### config.mk
export PLATFORM = sky130hd
export DESIGN_NAME = axi_r_channel_slave
export DESIGN_NICKNAME = d
export VERILOG_FILES = /design/src/rtl/axi_r_channel_slave.sv
export SDC_FILE = /design/constraint.sdc
export NUM_CORES = 1
export LEC_CHECK = 0
export CORE_MARGIN = 2
export CORE_UTILIZATION = 51
export DETAILED_ROUTE_END_ITERATION = 10
export HOLD_SLACK_MARGIN = 0.02
export PLACE_DENSITY = 0.77
export SETUP_SLACK_MARGIN = 0.4
export SLEW_MARGIN = 25
export SYNTH_ARGS = -nofsm -noshare
export SYNTH_HDL_FRONTEND = slang
export SYNTH_SLANG_ARGS = --single-unit
### constraint.sdc
create_clock -name ACLK -period 7.3 [get_ports ACLK]
set_clock_uncertainty 0.05 [all_clocks]
set_input_delay 1.825 -clock ACLK [delete_from_list [all_inputs] [get_ports ACLK]]
set_output_delay 1.825 -clock ACLK [all_outputs]
set_load 0.05 [all_outputs]
### src/rtl/axi_r_channel_slave.sv
// AXI read-channel slave: turns AR bursts into single-word SRAM reads and returns R beats via a 2-entry FIFO.
// Optional feature: define AXI_RSLV_RANGE_CHK_EN to flag beats addressing beyond the SRAM as SLVERR.
module axi_r_channel_slave #(
    parameter int DATA_WIDTH = 32,
    parameter int ADDR_WIDTH = 32,
    parameter int ID_WIDTH   = 4,
    parameter int SRAM_AW    = 12
) (
    input  logic                  ACLK,
    input  logic                  ARESET,
    input  logic [ADDR_WIDTH-1:0] ARADDR,
    input  logic [3:0]            ARLEN,
    input  logic [2:0]            ARSIZE,
    input  logic [1:0]            ARBURST,
    input  logic [ID_WIDTH-1:0]   ARID,
    input  logic                  ARVALID,
    output logic                  ARREADY,
    output logic [DATA_WIDTH-1:0] RDATA,
    output logic [1:0]            RRESP,
    output logic                  RLAST,
    output logic [ID_WIDTH-1:0]   RID,
    output logic                  RVALID,
    input  logic                  RREADY,
    output logic                  sram_ren,
    output logic [SRAM_AW-1:0]    sram_raddr,
    input  logic [DATA_WIDTH-1:0] sram_rdata
);
    localparam int STRB = DATA_WIDTH / 8;
    localparam int BSH  = $clog2(STRB);

    typedef enum logic {IDLE, ISSUE} state_t;

    state_t                state_reg;
    logic                  arready_reg;
    logic [ADDR_WIDTH-1:0] addr_reg;
    logic [3:0]            len_reg;
    logic [3:0]            cnt_reg;
    logic [2:0]            size_reg;
    logic [1:0]            burst_reg;
    logic [ID_WIDTH-1:0]   id_reg;

    logic                  infl_reg;
    logic                  infl_err_reg;
    logic                  infl_last_reg;
    logic [ID_WIDTH-1:0]   infl_id_reg;

    logic [1:0]            count_reg;
    logic                  wr_ptr_reg;
    logic                  rd_ptr_reg;
    logic [DATA_WIDTH-1:0] fifo_data_reg [2];
    logic                  fifo_err_reg  [2];
    logic                  fifo_last_reg [2];
    logic [ID_WIDTH-1:0]   fifo_id_reg   [2];

    logic                  size_err;
    logic                  range_err;
    logic                  beat_err;
    logic                  pop;
    logic                  push;
    logic                  issue;
    logic [ADDR_WIDTH-1:0] addr_step;

    assign size_err = (int'(size_reg) > BSH);
`ifdef AXI_RSLV_RANGE_CHK_EN
    assign range_err = ((addr_reg >> (SRAM_AW + BSH)) != '0);
`else
    assign range_err = 1'b0;
`endif
    assign beat_err  = (burst_reg == 2'b11) || size_err || range_err;
    assign addr_step = ADDR_WIDTH'(1) << size_reg;

    assign pop  = (count_reg != 2'd0) && RREADY;
    assign push = infl_reg;
    // Credit counts the slot freed by a same-cycle pop so streaming has no bubbles.
    assign issue = (state_reg == ISSUE) &&
                   (({1'b0, count_reg} + {2'b00, infl_reg}) < (3'd2 + {2'b00, pop}));

    assign sram_ren   = issue && !beat_err;
    assign sram_raddr = addr_reg[SRAM_AW+BSH-1:BSH];
    assign ARREADY    = arready_reg;

    always_ff @(posedge ACLK) begin
        if (ARESET) begin
            state_reg   <= IDLE;
            arready_reg <= 1'b0;
            addr_reg    <= '0;
            len_reg     <= '0;
            cnt_reg     <= '0;
            size_reg    <= '0;
            burst_reg   <= '0;
            id_reg      <= '0;
        end else begin
            case (state_reg)
                IDLE: begin
                    arready_reg <= 1'b1;
                    if (ARVALID && arready_reg) begin
                        addr_reg    <= ARADDR;
                        len_reg     <= ARLEN;
                        size_reg    <= ARSIZE;
                        burst_reg   <= ARBURST;
                        id_reg      <= ARID;
                        cnt_reg     <= '0;
                        arready_reg <= 1'b0;
                        state_reg   <= ISSUE;
                    end
                end
                ISSUE: begin
                    if (issue) begin
                        // WRAP deliberately walks like INCR; FIXED re-reads one address.
                        if (burst_reg != 2'b00)
                            addr_reg <= addr_reg + addr_step;
                        cnt_reg <= cnt_reg + 4'd1;
                        if (cnt_reg == len_reg) begin
                            state_reg   <= IDLE;
                            arready_reg <= 1'b1;
                        end
                    end
                end
                default: state_reg <= IDLE;
            endcase
        end
    end

    always_ff @(posedge ACLK) begin
        if (ARESET) begin
            infl_reg      <= 1'b0;
            infl_err_reg  <= 1'b0;
            infl_last_reg <= 1'b0;
            infl_id_reg   <= '0;
        end else begin
            infl_reg      <= issue;
            infl_err_reg  <= beat_err;
            infl_last_reg <= (cnt_reg == len_reg);
            infl_id_reg   <= id_reg;
        end
    end

    genvar gi;
    generate
        for (gi = 0; gi < 2; gi++) begin : g_entry
            always_ff @(posedge ACLK) begin
                if (ARESET) begin
                    fifo_data_reg[gi] <= '0;
                    fifo_err_reg[gi]  <= 1'b0;
                    fifo_last_reg[gi] <= 1'b0;
                    fifo_id_reg[gi]   <= '0;
                end else if (push && (wr_ptr_reg == 1'(gi))) begin
                    fifo_data_reg[gi] <= infl_err_reg ? '0 : sram_rdata;
                    fifo_err_reg[gi]  <= infl_err_reg;
                    fifo_last_reg[gi] <= infl_last_reg;
                    fifo_id_reg[gi]   <= infl_id_reg;
                end
            end
        end
    endgenerate

    always_ff @(posedge ACLK) begin
        if (ARESET) begin
            count_reg  <= '0;
            wr_ptr_reg <= 1'b0;
            rd_ptr_reg <= 1'b0;
        end else begin
            if (push)
                wr_ptr_reg <= ~wr_ptr_reg;
            if (pop)
                rd_ptr_reg <= ~rd_ptr_reg;
            case ({push, pop})
                2'b10:   count_reg <= count_reg + 2'd1;
                2'b01:   count_reg <= count_reg - 2'd1;
                default: count_reg <= count_reg;
            endcase
        end
    end

    // Outputs read the FIFO head; they hold while RVALID && !RREADY because the head only moves on pop.
    assign RVALID = (count_reg != 2'd0);
    assign RDATA  = RVALID ? fifo_data_reg[rd_ptr_reg] : '0;
    assign RRESP  = (RVALID && fifo_err_reg[rd_ptr_reg]) ? 2'b10 : 2'b00;
    assign RLAST  = RVALID && fifo_last_reg[rd_ptr_reg];
    assign RID    = RVALID ? fifo_id_reg[rd_ptr_reg] : '0;

endmodule
==> metrics.csv, run 1 <==
metric,value,unit
firstDrtPassIters,5,
seq_power_share,0.433,
die-height,113,um
critPathCapture,sram_ren,
vias,4736,
rsz0062_at_grt,no,
clockBufferDepth,2,
grt_max_degree,50,
clkTransAtPathRegs,0.05,ns
synth_ff_type,edfxtp_1,
diodes,0,
gp_congestion,0.821,
rr_worst_depth,7,
r2r_end,addr_reg[8]$_SDFFE_PP0P_,
syn_nets,700,
postCtsSetupRepairBufs,0,
numCtsBuffers,17,
path_buf_inv,2,
syn2layout_area_growth,27.3,%
power_leakage,2.80,nW
combPwrFrac,0.160,
dpl-instance-area,7150,um^2
layout-drive-gt1-share,0.0650,
cap_violations,0,
root_buffer,clkbuf_16,
switching_power,0.000499,W
largest_reg_flops,64,
r2r_start,size_reg[0]$_SDFFE_PP0P_,
fin_tns_setup,0,ns
seq_area_frac_synth,0.528,
yosys_warnings,0,
io_pins,135,
core,11500,um^2
hold_violations,0,
period_minus_slack,6.02,ns
slew_headroom,0.349,
arrival,4.15,ns
r2r_setup_slack,4.29,ns
slew_violations,0,
initial_core_util,0.526,
routedWlPerCell,16.4,um
syn_area,6030,um^2
vias_per_cell,5.57,
stdcell_area,7680,um^2
cp_data_required_time,5.43,ns
rows,39,
setup_viol,0,
antenna_found_initial,0,
path_cells,clkdlybuf4s50_1 > o21ai_1 > o21ai_1 > nand2_1 > nor2_1 > clkdlybuf4s50_1,
crit_type,in -> out,
routed_wl,14000,um
syn_area_per_cell,9.94,um^2
drtIter0Drc,291,
path_depth,6,
synth-async-reset-ratio,0,
max_stage_delay,0.84,ns
gr-usage-all-layers,0.221,
syn_inst,607,
worstSetupEndpointType,output port,
ir_worst_vdd,159,uV
grt_overflow,0,
clock_latency,0.41,ns
finalNetCount,788,
outcome,"finished, final reports clean",
grt_pass1_wl,22400,um
cts.sinks,121,
p_int,0.00134,W
ant_nets,0,
crit_slowest_cell,clkdlybuf4s50_1,
worst_slew_pin_slew,0.975,ns
yosysUniqueCellTypes,65,
grt_pass1_vias,4603,
ys_seq_elements,121,
io_buffers,115,
crit_family,buffers and inverters,
cp_max_fo,6,
fin_crit_sh,0.825,
hp-class,reg -> reg,
netSwitchingFraction,0.271,
hp-start,id_reg[1]$_SDFFE_PP0P_,
die-area,12700,um^2
powerDensity,240,nW/um^2
num-fill-cells,904,
cp-startpoint,RREADY,
fmax,0.166,GHz
htreeDepth,4,
fp.dieW,113,um
hpwl,8950,um
cts_tree,built,
worstSetupStartpointType,input pin,
p_clk_frac,0.407,
post-route-drc-count,0,
postCtsResizedCells,0,
cts_hold_buf,0,
final_core_util,0.670,
synth-edff-count,76,
per-stage QoR:
| stage | setup slack (ns) | instances | hold WS [ns] | total power, W |
|---|---|---|---|---|
| floorplan | 2.37 | 607 | 0.382 | 0.00100 |
| global placement | 1.40 | 819 | 0.390 | 0.00110 |
| detailed placement | 1.34 | 819 | 0.393 | 0.00110 |
| CTS | 1.32 | 851 | 0.401 | 0.00185 |
| global route | 1.21 | 851 | 0.419 | 0.00190 |
| finish | 1.28 | 851 | 0.398 | 0.00184 |
worst min-delay path by stage:
stage / endpoint / slack, ns / depth (start not counted)
floorplan: id_reg[0]$_SDFFE_PP0P_ / 0.38 / 2
global placement: id_reg[2]$_SDFFE_PP0P_ / 0.39 / 2
detailed placement: id_reg[0]$_SDFFE_PP0P_ / 0.39 / 2
CTS: id_reg[0]$_SDFFE_PP0P_ / 0.40 / 2
global route: id_reg[0]$_SDFFE_PP0P_ / 0.42 / 2
finish: id_reg[1]$_SDFFE_PP0P_ / 0.40 / 2
worst min-delay path: stages, from the launching register on:
cell	delay (ns)
dfxtp_1	0.30
nand2_1	0.05
a21oi_1	0.05
Yosys cell counts (11+ instances only):
cell	instances	area, um^2
and2_1	13	81.3
clkbuf_1	29	109
buf_4	13	97.6
dfxtp_1	45	901
nand2_1	38	143
ha_1	11	138
a21oi_1	29	145
mux2i_1	40	400
edfxtp_1	76	2280
nand3_1	11	55.1
nor2_1	127	477
nand2b_1	33	206
kinds of logic after synthesis:
family	count (synthesis)	share of synthesized area
compound gates	83	0.0904
xor+xnor	13	0.0189
fa+ha+maj	13	0.0280
buf+inv	62	0.0485
flops	121	0.528
mux	41	0.0682
other cells	1	0.000622
simple gates	273	0.218
power by group through the flow:
stage / Sequential (W) / Combinational (W) / Clock [W]
6_report: 0.000797 / 0.000295 / 0.000748
4_1_cts: 0.000796 / 0.000296 / 0.000755
2_1_floorplan: 0.000790 / 0.000210 / 0
3_5_place_dp: 0.000810 / 0.000294 / 0
5_1_grt: 0.000801 / 0.000315 / 0.000789
3_3_place_gp: 0.000808 / 0.000290 / 0
routing by layer:
layer | wire length (um) | track usage | vias up
met5 | 0 | 0 | -
met4 | 160 | 0.0593 | 0
met3 | 816 | 0.0578 | 19
met2 | 6950 | 0.379 | 167
met1 | 6040 | 0.279 | 2276
li1 | - | - | 2274
area by class of cell:
type / count / area [um^2] / share of cell area
inverter: 12 / 45.0 / 0.00587
clock inverter: 10 / 78.8 / 0.0103
multi-input combinational: 424 / 2560 / 0.334
timing repair buffer: 119 / 1180 / 0.154
sequential: 121 / 3190 / 0.415
clock buffer: 22 / 444 / 0.0578
tap: 143 / 179 / 0.0233
placed cells by master, fill, tap and decap left out, types with 7 or more instances in the layout:
cell / instances
mux2i_1: 40
o21ai_0: 7
edfxtp_1: 76
nor3_1: 10
ha_1: 11
clkdlybuf4s50_1: 115
nand2b_1: 33
clkbuf_16: 17
nor2b_1: 7
dfxtp_1: 44
xnor2_1: 7
nor2_1: 126
nand2_1: 38
a21oi_1: 29
nand3_1: 11
and2_1: 13
inv_1: 10
No activity file was read; power rests on OpenSTA's default activity.
==> inputs of run 2 (changes only) <==
--- a/config.mk
+++ b/config.mk
@@ -6,10 +6,10 @@
 export NUM_CORES = 1
 export LEC_CHECK = 0
 export CORE_MARGIN = 2
-export CORE_UTILIZATION = 51
+export CORE_UTILIZATION = 46
 export DETAILED_ROUTE_END_ITERATION = 10
 export HOLD_SLACK_MARGIN = 0.02
-export PLACE_DENSITY = 0.77
+export PLACE_DENSITY = 0.73
 export SETUP_SLACK_MARGIN = 0.4
 export SLEW_MARGIN = 25
 export SYNTH_ARGS = -nofsm -noshare
==> constraint.sdc (replaced) <==
create_clock -name ACLK -period 5.5 [get_ports ACLK]
set_clock_uncertainty 0.05 [all_clocks]
set_input_delay 1.375 -clock ACLK [delete_from_list [all_inputs] [get_ports ACLK]]
set_output_delay 1.375 -clock ACLK [all_outputs]
set_load 0.05 [all_outputs]
==> metrics.csv, run 2 (same netlist as run 1, synthesis figures left out) <==
metric,value,unit,change
outcome,"finished, final reports clean",,
cts_hold_buf,0,,unchanged
cts.sinks,121,,unchanged
grt_max_degree,40,,-20%
rows,41,,+5.1%
die-height,119,um,+5.1%
finalNetCount,789,,+0.13%
fin_tns_setup,0,ns,unchanged
seq_power_share,0.399,,-0.034
worst_slew_pin_slew,1.01,ns,+0.0400 ns
ir_worst_vdd,155,uV,-2.7%
grt_overflow,0,,unchanged
switching_power,0.000665,W,+33%
fin_cells,881,,+3.5%
vias_per_cell,5.38,,-3.2%
clockBufferDepth,2,,unchanged
rsz0062_at_grt,no,,
register_area,3190,um^2,about the same
grt_pass1_wl,22900,um,+2.5%
layout-drive-gt1-share,0.0719,,+0.00696
cap_violations,0,,unchanged
htreeDepth,4,,unchanged
worstSetupStartpointType,input pin,,
layout_commonest_cell,nor2_1,,
firstDrtPassIters,4,,-1
cts_tree,built,,
drtIter0Drc,370,,+27%
fp.dieW,119,um,+5.1%
post-place-cells,849,,+3.7%
fin_crit_sh,0.878,,
fin_ws,0.669,ns,-0.610 ns
grt_most_used_layer,met2,,
io_buffers,115,,unchanged
cp_max_fo,6,,unchanged
vias,4744,,+0.17%
gp_congestion,0.885,,+7.8%
diodes,0,,unchanged
numCtsBuffers,17,,unchanged
routed_wl,14200,um,+1.4%
cp_data_required_time,4.07,ns,-1.36 ns
root_buffer,clkbuf_16,,
antenna_found_initial,0,,unchanged
setup_viol,0,,unchanged
multi_input_area,2570,um^2,about the same
netSwitchingFraction,0.253,,-0.0181
p_clk_frac,0.449,,+0.042
clkTransAtPathRegs,0.05,ns,about the same
grt_pass1_vias,4763,,+3.5%
slew_headroom,0.319,,-0.0303
num-fill-cells,1065,,+18%
dp_slack,0.414,ns,-0.930 ns
arrival,3.41,ns,-0.74 ns
die-area,14000,um^2,+10%
use_met3,0.0594,,+0.00152
final_cell_mix,"nor2_1, clkdlybuf4s50_1, edfxtp_1",,
hp-class,reg -> reg,,
routedWlPerCell,16.1,um,-2.1%
clock_latency,0.40,ns,about the same
initial_core_util,0.474,,-0.0519
hpwl,9090,um,+1.6%
crit_type,in -> out,,
slew_violations,0,,unchanged
powerDensity,336,nW/um^2,+40%
grtUsageMet1,0.246,,-0.0335
p_int,0.00196,W,+46%
worstSetupEndpointType,output port,,
combPwrFrac,0.152,,-0.008
largest_reg_flops,64,,unchanged
syn2layout_area_growth,29.8,%,
period_minus_slack,4.83,ns,
fmax,0.207,GHz,
io_pins,135,,unchanged
ant_nets,0,,unchanged
post-route-drc-count,0,,unchanged
power_leakage,2.85,nW,+1.9%
gr-usage-all-layers,0.205,,-0.0163
use_met2,0.357,,-0.0223
hold_violations,0,,unchanged
core,12700,um^2,+11%
run 2: cell count changes in the layout (fill, tap and decap cells not counted), sizes merged:
cell,before,now
clkbuf,22,18
clkdlybuf4s50,115,113
bufinv,1,5
clkinv,7,6
buf,4,6
clkinvlp,2,3
dlygate4sd2,0,1
run 2: layout make-up:
type                            count  share of cell area
Sequential cell                   121               0.407
Tap cell                          172              0.0275
Inverter                           12             0.00575
Timing Repair Buffer              120               0.151
Multi-Input combinational cell    424               0.328
Clock buffer                       18              0.0548
Clock inverter                     14              0.0261
run 2: power by group through the flow:
stage | logic [W] | clock network (W) | registers [W]
after detailed placement | 0.000399 | 0 | 0.00107
after floorplan | 0.000279 | 0 | 0.00105
after CTS | 0.000400 | 0.00120 | 0.00105
after global placement | 0.000392 | 0 | 0.00107
final | 0.000399 | 0.00118 | 0.00105
after global routing | 0.000428 | 0.00124 | 0.00106
run 2: final timing paths:
kind / start / to / slack, ns / cells past startpoint
setup / recovery: RREADY / sram_ren / 0.67 / 6
hold / removal: id_reg[3]$_SDFFE_PP0P_ / id_reg[3]$_SDFFE_PP0P_ / 0.40 / 2
setup reg to reg: size_reg[0]$_SDFFE_PP0P_ / addr_reg[13]$_SDFFE_PP0P_ / 2.48 / 8
hold reg to reg: id_reg[3]$_SDFFE_PP0P_ / id_reg[3]$_SDFFE_PP0P_ / 0.40 / 2
run 2: timing repair:
action | in CTS | in global routing
endpoints found under the setup margin | 1 | 0
setup buffers | 0 | 0
resized for setup | 1 | 0
run 2: critical path, cell delays in order:
cell and delay, ns:
clkdlybuf4s50_1 0.50, o21ai_1 0.15, o21ai_1 0.42, nand2_1 0.21, nor2_1 0.20, dlygate4sd2_1 0.56
run 2: layer usage:
metal | share of wire | routed length (um)
met2 | 0.50 | 7040
met4 | 0.0061 | 87
met1 | 0.44 | 6180
met5 | 0 | 0
met3 | 0.060 | 845
run 2: per-stage QoR:
stage	instance area [um^2]	utilization	hold slack [ns]	power, W
floorplan	6030	-	0.382	0.00133
global placement	7200	0.566	0.389	0.00146
detailed placement	7200	0.566	0.392	0.00147
CTS	7830	0.616	0.400	0.00265
global route	7830	0.615	0.419	0.00273
finish	7830	0.615	0.397	0.00263
==> inputs of run 3 (changes only) <==
--- a/config.mk
+++ b/config.mk
@@ -5,13 +5,14 @@
 export SDC_FILE = /design/constraint.sdc
 export NUM_CORES = 1
 export LEC_CHECK = 0
+export CAP_MARGIN = 20
 export CORE_MARGIN = 2
 export CORE_UTILIZATION = 46
 export DETAILED_ROUTE_END_ITERATION = 10
 export HOLD_SLACK_MARGIN = 0.02
 export PLACE_DENSITY = 0.73
 export SETUP_SLACK_MARGIN = 0.4
-export SLEW_MARGIN = 25
+export SLEW_MARGIN = 20
 export SYNTH_ARGS = -nofsm -noshare
 export SYNTH_HDL_FRONTEND = slang
 export SYNTH_SLANG_ARGS = --single-unit
==> metrics.csv, run 3 (same netlist as run 1, synthesis figures left out) <==
metric,value,unit,change
fmax,0.207,GHz,about the same
hpwl,9090,um,unchanged
cts_tree,built,,
slew_violations,0,,unchanged
setup_viol,0,,unchanged
die-height,119,um,unchanged
ant_nets,0,,unchanged
grt_pass1_wl,22900,um,unchanged
hold_slack,0.397,ns,unchanged
crit_slowest_cell,dlygate4sd2_1,,
grt_max_degree,40,,unchanged
routedWlPerCell,16.1,um,about the same
path_cells,clkdlybuf4s50_1 > o21ai_1 > o21ai_1 > nand2_1 > nor2_1 > dlygate4sd2_1,,
max_stage_delay,0.56,ns,about the same
grt_pass1_vias,4763,,unchanged
antenna_found_initial,0,,unchanged
cp_common_cell,o21ai_1,,
cp_max_fo,6,,unchanged
syn2layout_area_growth,29.8,%,about the same
gp_congestion,0.885,,unchanged
fin_tns_setup,0,ns,unchanged
period_minus_slack,4.83,ns,-0.000170 ns
firstDrtPassIters,4,,unchanged
numCtsBuffers,17,,unchanged
arrival,3.41,ns,about the same
hold_violations,0,,unchanged
hp-class,reg -> reg,,
vias_per_cell,5.39,,+0.11%
drtIter0Drc,370,,unchanged
slew_headroom,0.289,,-0.0298
gr-usage-all-layers,0.205,,unchanged
clock_latency,0.40,ns,about the same
power_leakage,2.85,nW,about the same
outcome,"finished, final reports clean",,
r2r_start,size_reg[0]$_SDFFE_PP0P_,,
cp_data_required_time,4.07,ns,about the same
cap_violations,0,,unchanged
die-area,14000,um^2,unchanged
rows,41,,unchanged
post-route-drc-count,0,,unchanged
largest_reg_flops,64,,unchanged
postCtsSetupRepairBufs,0,,unchanged
finalNetCount,789,,unchanged
crit_type,in -> out,,
clockBufferDepth,2,,unchanged
worstSetupEndpointType,output port,,
powerDensity,336,nW/um^2,about the same
diodes,0,,unchanged
core,12700,um^2,unchanged
r2r_setup_slack,2.48,ns,about the same
num-fill-cells,1064,,-0.094%
routed_wl,14200,um,about the same
worst_slew_pin_slew,1.06,ns,+0.0482 ns
path_buf_inv,2,,unchanged
io_pins,135,,unchanged
rsz0062_at_grt,no,,
crit_family,buffers and inverters,,
cp-startpoint,RREADY,,
ir_worst_vdd,155,uV,about the same
cts.sinks,121,,unchanged
worstSetupStartpointType,input pin,,
fin_crit_sh,0.878,,about the same
layout-drive-gt1-share,0.0691,,-0.00282
fin_ws,0.669,ns,+0.000170 ns
fp.dieW,119,um,unchanged
total_power,0.00263,W,about the same
dp_slack,0.414,ns,unchanged
io_buffers,115,,unchanged
cts_hold_buf,0,,unchanged
post-place-cells,849,,unchanged
htreeDepth,4,,unchanged
clkTransAtPathRegs,0.05,ns,about the same
root_buffer,clkbuf_16,,
initial_core_util,0.474,,unchanged
hp-start,id_reg[3]$_SDFFE_PP0P_,,
grt_overflow,0,,unchanged
layout_commonest_cell,nor2_1,,
final_cell_mix,"nor2_1, clkdlybuf4s50_1, edfxtp_1",,
vias,4749,,+0.11%
fin_cells,881,,unchanged
-- run 3: cell type report --
| class | instances | area [um^2] | share of cell area |
|---|---|---|---|
| sequential | 121 | 3180 | 0.407 |
| timing repair buffer | 120 | 1190 | 0.152 |
| clock inverter | 14 | 204 | 0.0260 |
| multi-input combinational | 424 | 2570 | 0.328 |
| clock buffer | 18 | 429 | 0.0548 |
| tap | 172 | 215 | 0.0275 |
| inverter | 12 | 45.0 | 0.00575 |
-- run 3: path summary, 6_finish.rpt --
| path | end | depth (start not counted) |
|---|---|---|
| min | id_reg[3]$_SDFFE_PP0P_ | 2 |
| max | sram_ren | 6 |
| min reg2reg | id_reg[3]$_SDFFE_PP0P_ | 2 |
| max reg2reg | addr_reg[13]$_SDFFE_PP0P_ | 8 |
-- run 3: report_power, final --
group          total [W]  switching [W]  internal [W]
Combinational   0.000400       0.000244      0.000156
Sequential       0.00105      0.0000397       0.00101
Clock            0.00118       0.000382      0.000798
Total            0.00263       0.000665       0.00196
-- run 3: layer usage --
metal	vias up	share of wire	global-route usage
li1	2279	-	-
met1	2289	0.44	0.246
met2	173	0.50	0.357
met3	8	0.060	0.0594
met4	0	0.0061	0.0603
met5	-	0	0
-- run 3: what timing repair did --
action | 4_1_cts | 5_1_grt
gates resized for setup | 1 | 0
hold endpoints to repair | 0 | 0
setup endpoints to repair | 1 | 0
-- run 3: metrics by stage --
step / util / area (um^2)
after detailed placement: 0.566 / 7200
after CTS: 0.616 / 7830
after global placement: 0.566 / 7200
after global routing: 0.616 / 7830
after floorplan: - / 6030
final: 0.616 / 7830
-- run 3: worst reg2reg max path, stage by stage (launching register included) --
cell and delay (ns):
dfxtp_1 0.54, or3b_1 0.44, inv_1 0.09, ha_1 0.22, a21o_1 0.19, maj3_2 0.35
a31oi_2 0.38, nor4_1 0.11, or4_1 0.51
